[config.mk]
export PLATFORM = sky130hd
export DESIGN_NAME = rgb_mixer_n
export DESIGN_NICKNAME = d
export VERILOG_FILES = /design/src/rtl/rgb_mixer_n.sv
export SDC_FILE = /design/constraint.sdc
export NUM_CORES = 1
export LEC_CHECK = 0
export ABC_AREA = 0
export CORE_ASPECT_RATIO = 1.25
export CORE_MARGIN = 3
export CORE_UTILIZATION = 60
export DETAILED_ROUTE_END_ITERATION = 10
export MAX_ROUTING_LAYER = met4
export PLACE_DENSITY_LB_ADDON = 0.05
export SLEW_MARGIN = 5
export SYNTH_ARGS = -nofsm -noshare
export SYNTH_HDL_FRONTEND = slang
export SYNTH_SLANG_ARGS = --single-unit
[constraint.sdc]
create_clock -name clk -period 2.55 [get_ports clk]
set_clock_uncertainty 0.05 [all_clocks]
set_input_delay 0.51 -clock clk [delete_from_list [all_inputs] [get_ports clk]]
set_output_delay 0.51 -clock clk [all_outputs]
set_load 0.005 [all_outputs]
[src/rtl/rgb_mixer_n.sv]
// rgb_mixer_n: N-channel quadrature encoder to PWM mixer with shared prescaler.
// Optional RGB_MIXER_N_LOAD_EN adds a direct per-channel level load port.
module rgb_mixer_n #(
    parameter int CHANNELS = 3,
    parameter int WIDTH    = 8,
    parameter int DB_COUNT = 16,
    parameter int PRESCALE = 4,
    parameter int STEP     = 1,
    parameter int SATURATE = 1,
    localparam int LCW = (CHANNELS > 1) ? $clog2(CHANNELS) : 1
) (
    input  logic                      clk,
    input  logic                      reset_N,
    input  logic [CHANNELS-1:0]       enc_a,
    input  logic [CHANNELS-1:0]       enc_b,
`ifdef RGB_MIXER_N_LOAD_EN
    input  logic                      load_valid,
    input  logic [LCW-1:0]            load_ch,
    input  logic [WIDTH-1:0]          load_value,
`endif
    output logic [CHANNELS-1:0]       pwm_out,
    output logic [CHANNELS*WIDTH-1:0] level
);

    localparam int NIN = 2 * CHANNELS;
    localparam int CW  = $clog2(DB_COUNT);
    localparam int PW  = (PRESCALE > 1) ? $clog2(PRESCALE) : 1;

    logic [NIN-1:0]      raw;
    logic [NIN-1:0]      s1;
    logic [NIN-1:0]      s2;
    logic [NIN-1:0]      db;
    logic [CHANNELS-1:0] a_db;
    logic [CHANNELS-1:0] b_db;
    logic [PW-1:0]       pre;
    logic [WIDTH-1:0]    pwm_cnt;
    logic                tick;
    logic                boundary;

    assign raw  = {enc_b, enc_a};
    assign a_db = db[CHANNELS-1:0];
    assign b_db = db[NIN-1:CHANNELS];

    always_ff @(posedge clk) begin
        if (!reset_N) begin
            s1 <= '0;
            s2 <= '0;
        end else begin
            s1 <= raw;
            s2 <= s1;
        end
    end

    for (genvar j = 0; j < NIN; j++) begin : g_db
        logic          d;
        logic [CW-1:0] c;
        always_ff @(posedge clk) begin
            if (!reset_N) begin
                c <= '0;
                d <= 1'b0;
            end else if (s2[j] == d) begin
                c <= '0;
            end else if (c == CW'(DB_COUNT - 1)) begin
                d <= s2[j];
                c <= '0;
            end else begin
                c <= c + 1'b1;
            end
        end
        assign db[j] = d;
    end

    // One shared time base: every channel sees the same period boundary.
    assign tick     = (pre == PW'(PRESCALE - 1));
    assign boundary = tick && (pwm_cnt == '1);

    always_ff @(posedge clk) begin
        if (!reset_N) begin
            pre     <= '0;
            pwm_cnt <= '0;
        end else begin
            pre <= tick ? '0 : pre + 1'b1;
            if (tick) pwm_cnt <= pwm_cnt + 1'b1;
        end
    end

    for (genvar i = 0; i < CHANNELS; i++) begin : g_ch
        logic [WIDTH-1:0] lvl;
        logic [WIDTH-1:0] nxt;
        logic [WIDTH-1:0] up;
        logic [WIDTH-1:0] dn;
        logic [WIDTH-1:0] shadow;
        logic             a_d;
        logic             step;
        logic             pwm;

        assign step = a_db[i] & ~a_d;

        if (SATURATE != 0) begin : g_sat
            logic [WIDTH:0] up_w;
            logic [WIDTH:0] dn_w;
            assign up_w = {1'b0, lvl} + (WIDTH + 1)'(STEP);
            assign dn_w = {1'b0, lvl} - (WIDTH + 1)'(STEP);
            assign up   = up_w[WIDTH] ? '1 : up_w[WIDTH-1:0];
            assign dn   = dn_w[WIDTH] ? '0 : dn_w[WIDTH-1:0];
        end else begin : g_wrap
            assign up = lvl + WIDTH'(STEP);
            assign dn = lvl - WIDTH'(STEP);
        end

        always_comb begin
            nxt = lvl;
            if (step) nxt = b_db[i] ? dn : up;
`ifdef RGB_MIXER_N_LOAD_EN
            if (load_valid && (load_ch == LCW'(i))) nxt = load_value;
`endif
        end

        always_ff @(posedge clk) begin
            if (!reset_N) begin
                lvl    <= '0;
                a_d    <= 1'b0;
                shadow <= '0;
                pwm    <= 1'b0;
            end else begin
                lvl <= nxt;
                a_d <= a_db[i];
                if (boundary) shadow <= lvl;
                pwm <= (shadow > pwm_cnt);
            end
        end

        assign level[i*WIDTH +: WIDTH] = lvl;
        assign pwm_out[i]              = pwm;
    end

endmodule

-- After elaboration in Yosys (flattened, before gate mapping)
Index checks and enable logic that the tools add are counted.
- register bits: 106
- equality and inequality tests: 14
- bitwise operators: 13
- reductions and logical operators: 14
- multiplexer cells: 9
- add/sub/neg operators: 14
- order comparisons: 3
- operators by type and width (operator ; count):
    2-to-1 mux 8 bit ; 9
    adder 8 x 1 -> 9 bit (second input constant) ; 3
    subtractor 8 x 1 -> 9 bit (second input constant) ; 3
    adder 4 x 1 -> 4 bit (second input constant) ; 6
    equality test 4 bit (second input constant) ; 6
    > comparator 8 bit ; 3
    OR reduction 3 bit ; 6
    AND reduction 2 bit ; 6
    inverter 1 bit ; 10
    adder 8 x 1 -> 8 bit (second input constant) ; 1
    equality test 8 bit (second input constant) ; 1
    equality test 1 bit ; 6
    bitwise AND 1 bit ; 3
    adder 2 x 1 -> 2 bit (second input constant) ; 1
    equality test 2 bit (second input constant) ; 1
    OR reduction 2 bit ; 1
    logical AND 1 bit ; 1

-- Longest topological paths before layout
Gate-level depths: netlist of the first run.
- depth in word-level cells: 3
- depth in mapped cells: 8
- mapped depth without buffers: 7

-- Least setup slack after synthesis of the first run
No wires, ideal clock.
- kind: register to register
- start point: register g_ch[1].lvl[0]
- end point: register g_ch[1].lvl[5]
- clock period less this slack: 1.889 ns
- cell stages (with the launch flop): 8
- slack: 0.661 ns
- setup time: 0.074 ns
- buffers on the path: 1
- data arrival time: 1.765 ns
- path through: dfxtp_1 -> clkbuf_1 -> inv_1 -> ha_1 -> nor3b_1 -> or3_1 -> o311a_1 -> o21ai_0
- word-level cells in the longest chain between the ends: 3
- RTL lines (item ; line ; RTL):
    from (decl) ; 88 ; logic [WIDTH-1:0] lvl;
    from (signal assigned) ; 126 ; lvl <= nxt;
    adder 8 x 1 -> 9 bit / subtractor 8 x 1 -> 9 bit (equally long branches) ; 102, 103 ;
    2-to-1 mux 8 bit, on equally long branches ; 104, 105 ;
    2-to-1 mux 8 bit (*) ; 113 ; if (step) nxt = b_db[i] ? dn : up;
Every way passes the cells marked *; elsewhere a longest branch is shown, timed or not.
A chain may end at the register's enable or synchronous reset.

-- Worst setup path after layout of the first run
- start point: register g_ch[0].lvl[7]
- end point: output port level[7]
- RTL lines (item ; line ; RTL):
    from (decl) ; 88 ;
    from (signal assigned) ; 126 ;
    to (decl) ; 22 ; output logic [CHANNELS*WIDTH-1:0] level
No word-level cell between the ends.

==> results of run 1 <==
## flip-flops by register name (all words and copies together) (netlist names)
register and flops:
g_db.c 24, g_ch.a_d 3, s1 6, s2 6, pwm_cnt 8, g_ch.pwm 3
pre 2, g_db.d 6, g_ch.shadow 24, g_ch.lvl 24
## stage by stage
stage / hold WS, ps / setup WS [ps] / cells / instance area, sq um / power [W]
2_1_floorplan: 353 / 661 / 657 / 5560 / 0.00181
3_3_place_gp: 361 / 566 / 777 / 5930 / 0.00185
3_5_place_dp: 367 / 448 / 777 / 5930 / 0.00186
4_1_cts: 384 / 355 / 793 / 6120 / 0.00284
5_1_grt: 418 / 229 / 793 / 6120 / 0.00293
6_report: 379 / 355 / 793 / 6120 / 0.00282
## Yosys cell counts, types with 12 or more instances
cell      instances  area, sq um
nand3_1          36          180
dfxtp_1         106         2120
nand2_1          71          267
o21ai_0          28          140
and2_1           23          144
nor2_1           46          173
a21oi_1          24          120
ha_1             38          475
clkbuf_1         30          113
inv_1            30          113
xor2_1           21          184
a21boi_0         26          195
nand4_1          12         75.1
nor2b_1          13         81.3
buf_2            12         60.1
## how the worst max path moves through the flow
stage | startpoint | endpoint
2_1_floorplan | g_ch[1].lvl[0] | g_ch[1].lvl[5]
3_3_place_gp | pwm_cnt[0] | g_ch[0].shadow[0]
3_5_place_dp | pwm_cnt[0] | g_ch[0].shadow[2]
4_1_cts | g_ch[0].lvl[7] | level[7]
5_1_grt | pre[0] | g_ch[0].shadow[7]
6_report | g_ch[0].lvl[7] | level[7]
## metal layers
layer / vias up / GRT usage / wire (microns)
li1: 2320 / - / -
met1: 2156 / 0.283 / 5160
met2: 110 / 0.419 / 5860
met3: 16 / 0.0429 / 545
met4: 0 / 0.101 / 180
met5: - / - / 0
## cell type report
| type | count | share of cell area |
|---|---|---|
| clock buffer | 9 | 0.0203 |
| clock inverter | 7 | 0.00962 |
| inverter | 30 | 0.0184 |
| multi-input combinational | 474 | 0.509 |
| sequential | 106 | 0.347 |
| tap | 120 | 0.0245 |
| timing repair buffer | 47 | 0.0708 |
## kinds of logic after synthesis
logic type               share of synthesized area
flip-flops                                   0.382
AND/OR/NAND/NOR                              0.234
multiplexers                                0.0182
XOR/XNOR                                    0.0457
AO/OA/AOI/OAI                                0.177
buffers and inverters                       0.0583
adder cells (fa/ha/maj)                     0.0855
## power groups by stage
stage	sequential (W)	combinational [W]	clock [W]
5_1_grt	0.00170	0.000139	0.00110
3_5_place_dp	0.00173	0.000124	0
2_1_floorplan	0.00172	0.0000886	0
4_1_cts	0.00170	0.000125	0.00102
6_report	0.00169	0.000123	0.00100
3_3_place_gp	0.00173	0.000120	0
==> results.json, run 1 <==
{
  "cts_tree": "yes",
  "cpPeakStageDelay_ps": 650,
  "grt_pass1_vias": 4528,
  "r2r_start": "pwm_cnt[0]",
  "area_delta_synth_final_pct": 9.97,
  "worst_ep_required_time_ps": 1990,
  "clk_latency_ps": 380,
  "synth_edf_count": 0,
  "finalCritPeriodShare": 0.861,
  "path_buf_inv": 1,
  "dieArea_sq_um": 10500,
  "antenna_cells": 0,
  "fin_tns_setup_ps": 0,
  "crit_chain": "clkdlybuf4s50_1",
  "place_congestion": 0.895,
  "port_buffers": 34,
  "routed-via-count": 4602,
  "cp_slowest_cell": "dfxtp_1",
  "synth_cell_types": 61,
  "p_leak_nw": 2.44,
  "synth-seq-cells": 106,
  "synth_nets": 703,
  "combinationalPowerShare": 0.044,
  "tightest_slew_ps": 627,
  "path_clk_slew_ps": 100,
  "cts_sinks": 106,
  "seqCellArea_sq_um": 2120,
  "synth-main-ff-cell": "dfxtp_1",
  "min_to": "pre[0]",
  "cp.depth": 1,
  "timing.rr.end": "g_ch[0].shadow[2]",
  "placementRows": 38,
  "maxCapViolCount": 0,
  "final_nets": 714,
  "arrival_ps": 1630,
  "setup_viol": 0,
  "final_common_cell": "dfxtp_1",
  "synth-seq-area-share": 0.382,
  "dieWidth_microns": 92.1,
  "ios": 35,
  "die_h_microns": 114,
  "p_int_w": 0.00212,
  "cts_resized": 0,
  "worst_ir_drop_vdd_uv": 432,
  "multi_input_area_sq_um": 3120,
  "status": "completed",
  "syn_area_sq_um": 5560,
  "async_flop_share": 0,
  "fin_crit_ps": 2190,
  "ctsHoldBuffers": 0,
  "hold_path_startpoint": "pre[0]",
  "finalHoldViolCount": 0,
  "htree_levels": 3,
  "clkPwrFrac": 0.355,
  "cp_max_fo": 14,
  "max_slew_margin": 0.576,
  "r2r.worst_path.cells": 6,
  "utilization": 0.692,
  "nFillCells": 776,
  "path_class": "flip-flop to output port",
  "reg2reg_slack_ps": 440,
  "syn_inst": 657,
  "grt_antenna_before_repair": 0,
  "postCtsSetupRepairBufs": 0,
  "wl_per_cell_microns": 14.8,
  "grt_overflow": 0,
  "mostFrequentLayoutCells": "dfxtp_1 (106), nand2_1 (71), nor2_1 (46)",
  "antenna_left": 0,
  "grt_pass1_wl_microns": 20300,
  "drcViolationCount": 0,
  "grt_setup_unrepaired": "false",
  "endpoint_kind": "output port",
  "hpwl_microns": 8340,
  "core-area_sq_um": 8840,
  "holdCritPathClass": "flip-flop to flip-flop",
  "wl_microns": 11700,
  "p_sw_w": 0.000703,
  "grt_max_degree": 29,
  "clk_path_buf_depth": 2,
  "track_usage": 0.245,
  "synth.avg_cell_area_sq_um": 8.47,
  "yosys_warnings": 0,
  "slew_viol_final": 0,
  "initial_core_util": 0.629,
  "numCtsBuffers": 9,
  "first_pass_iters": 4,
  "fmax_mhz": 456,
  "final_layout_size_suffix_gt1_frac": 0.0624,
  "viasPerCell": 5.80,
  "drt_iter0_markers": 248,
  "pwr-share-seq": 0.601,
  "switching_share": 0.249,
  "cellPowerDensity_nw_per_um2": 461,
  "clockRootBuffer": "clkbuf_8",
  "cp-start-kind": "flip-flop",
  "hold_depth": 1,
  "path_delay_family": "flip-flops"
}
Power figures use the tool's default switching activity.
==> inputs of run 2 (changes only) <==
==> constraint.sdc (replaced) <==
create_clock -name clk -period 2.55 [get_ports clk]
set_clock_uncertainty 0.05 [all_clocks]
set_input_delay 0.3825 -clock clk [delete_from_list [all_inputs] [get_ports clk]]
set_output_delay 0.3825 -clock clk [all_outputs]
set_load 0.005 [all_outputs]
==> results of run 2 <==
The final DEF is identical to that of run 1. Status: completed.
Main changes from that run: setup slack after layout 355 ps -> 439 ps; hold slack 379 ps -> 304 ps; start point of the critical path g_ch[0].lvl[7] -> pwm_cnt[0]; end point of the critical path level[7] -> g_ch[0].shadow[2]; end point of the worst hold path pre[0] -> g_ch[2].lvl[0]
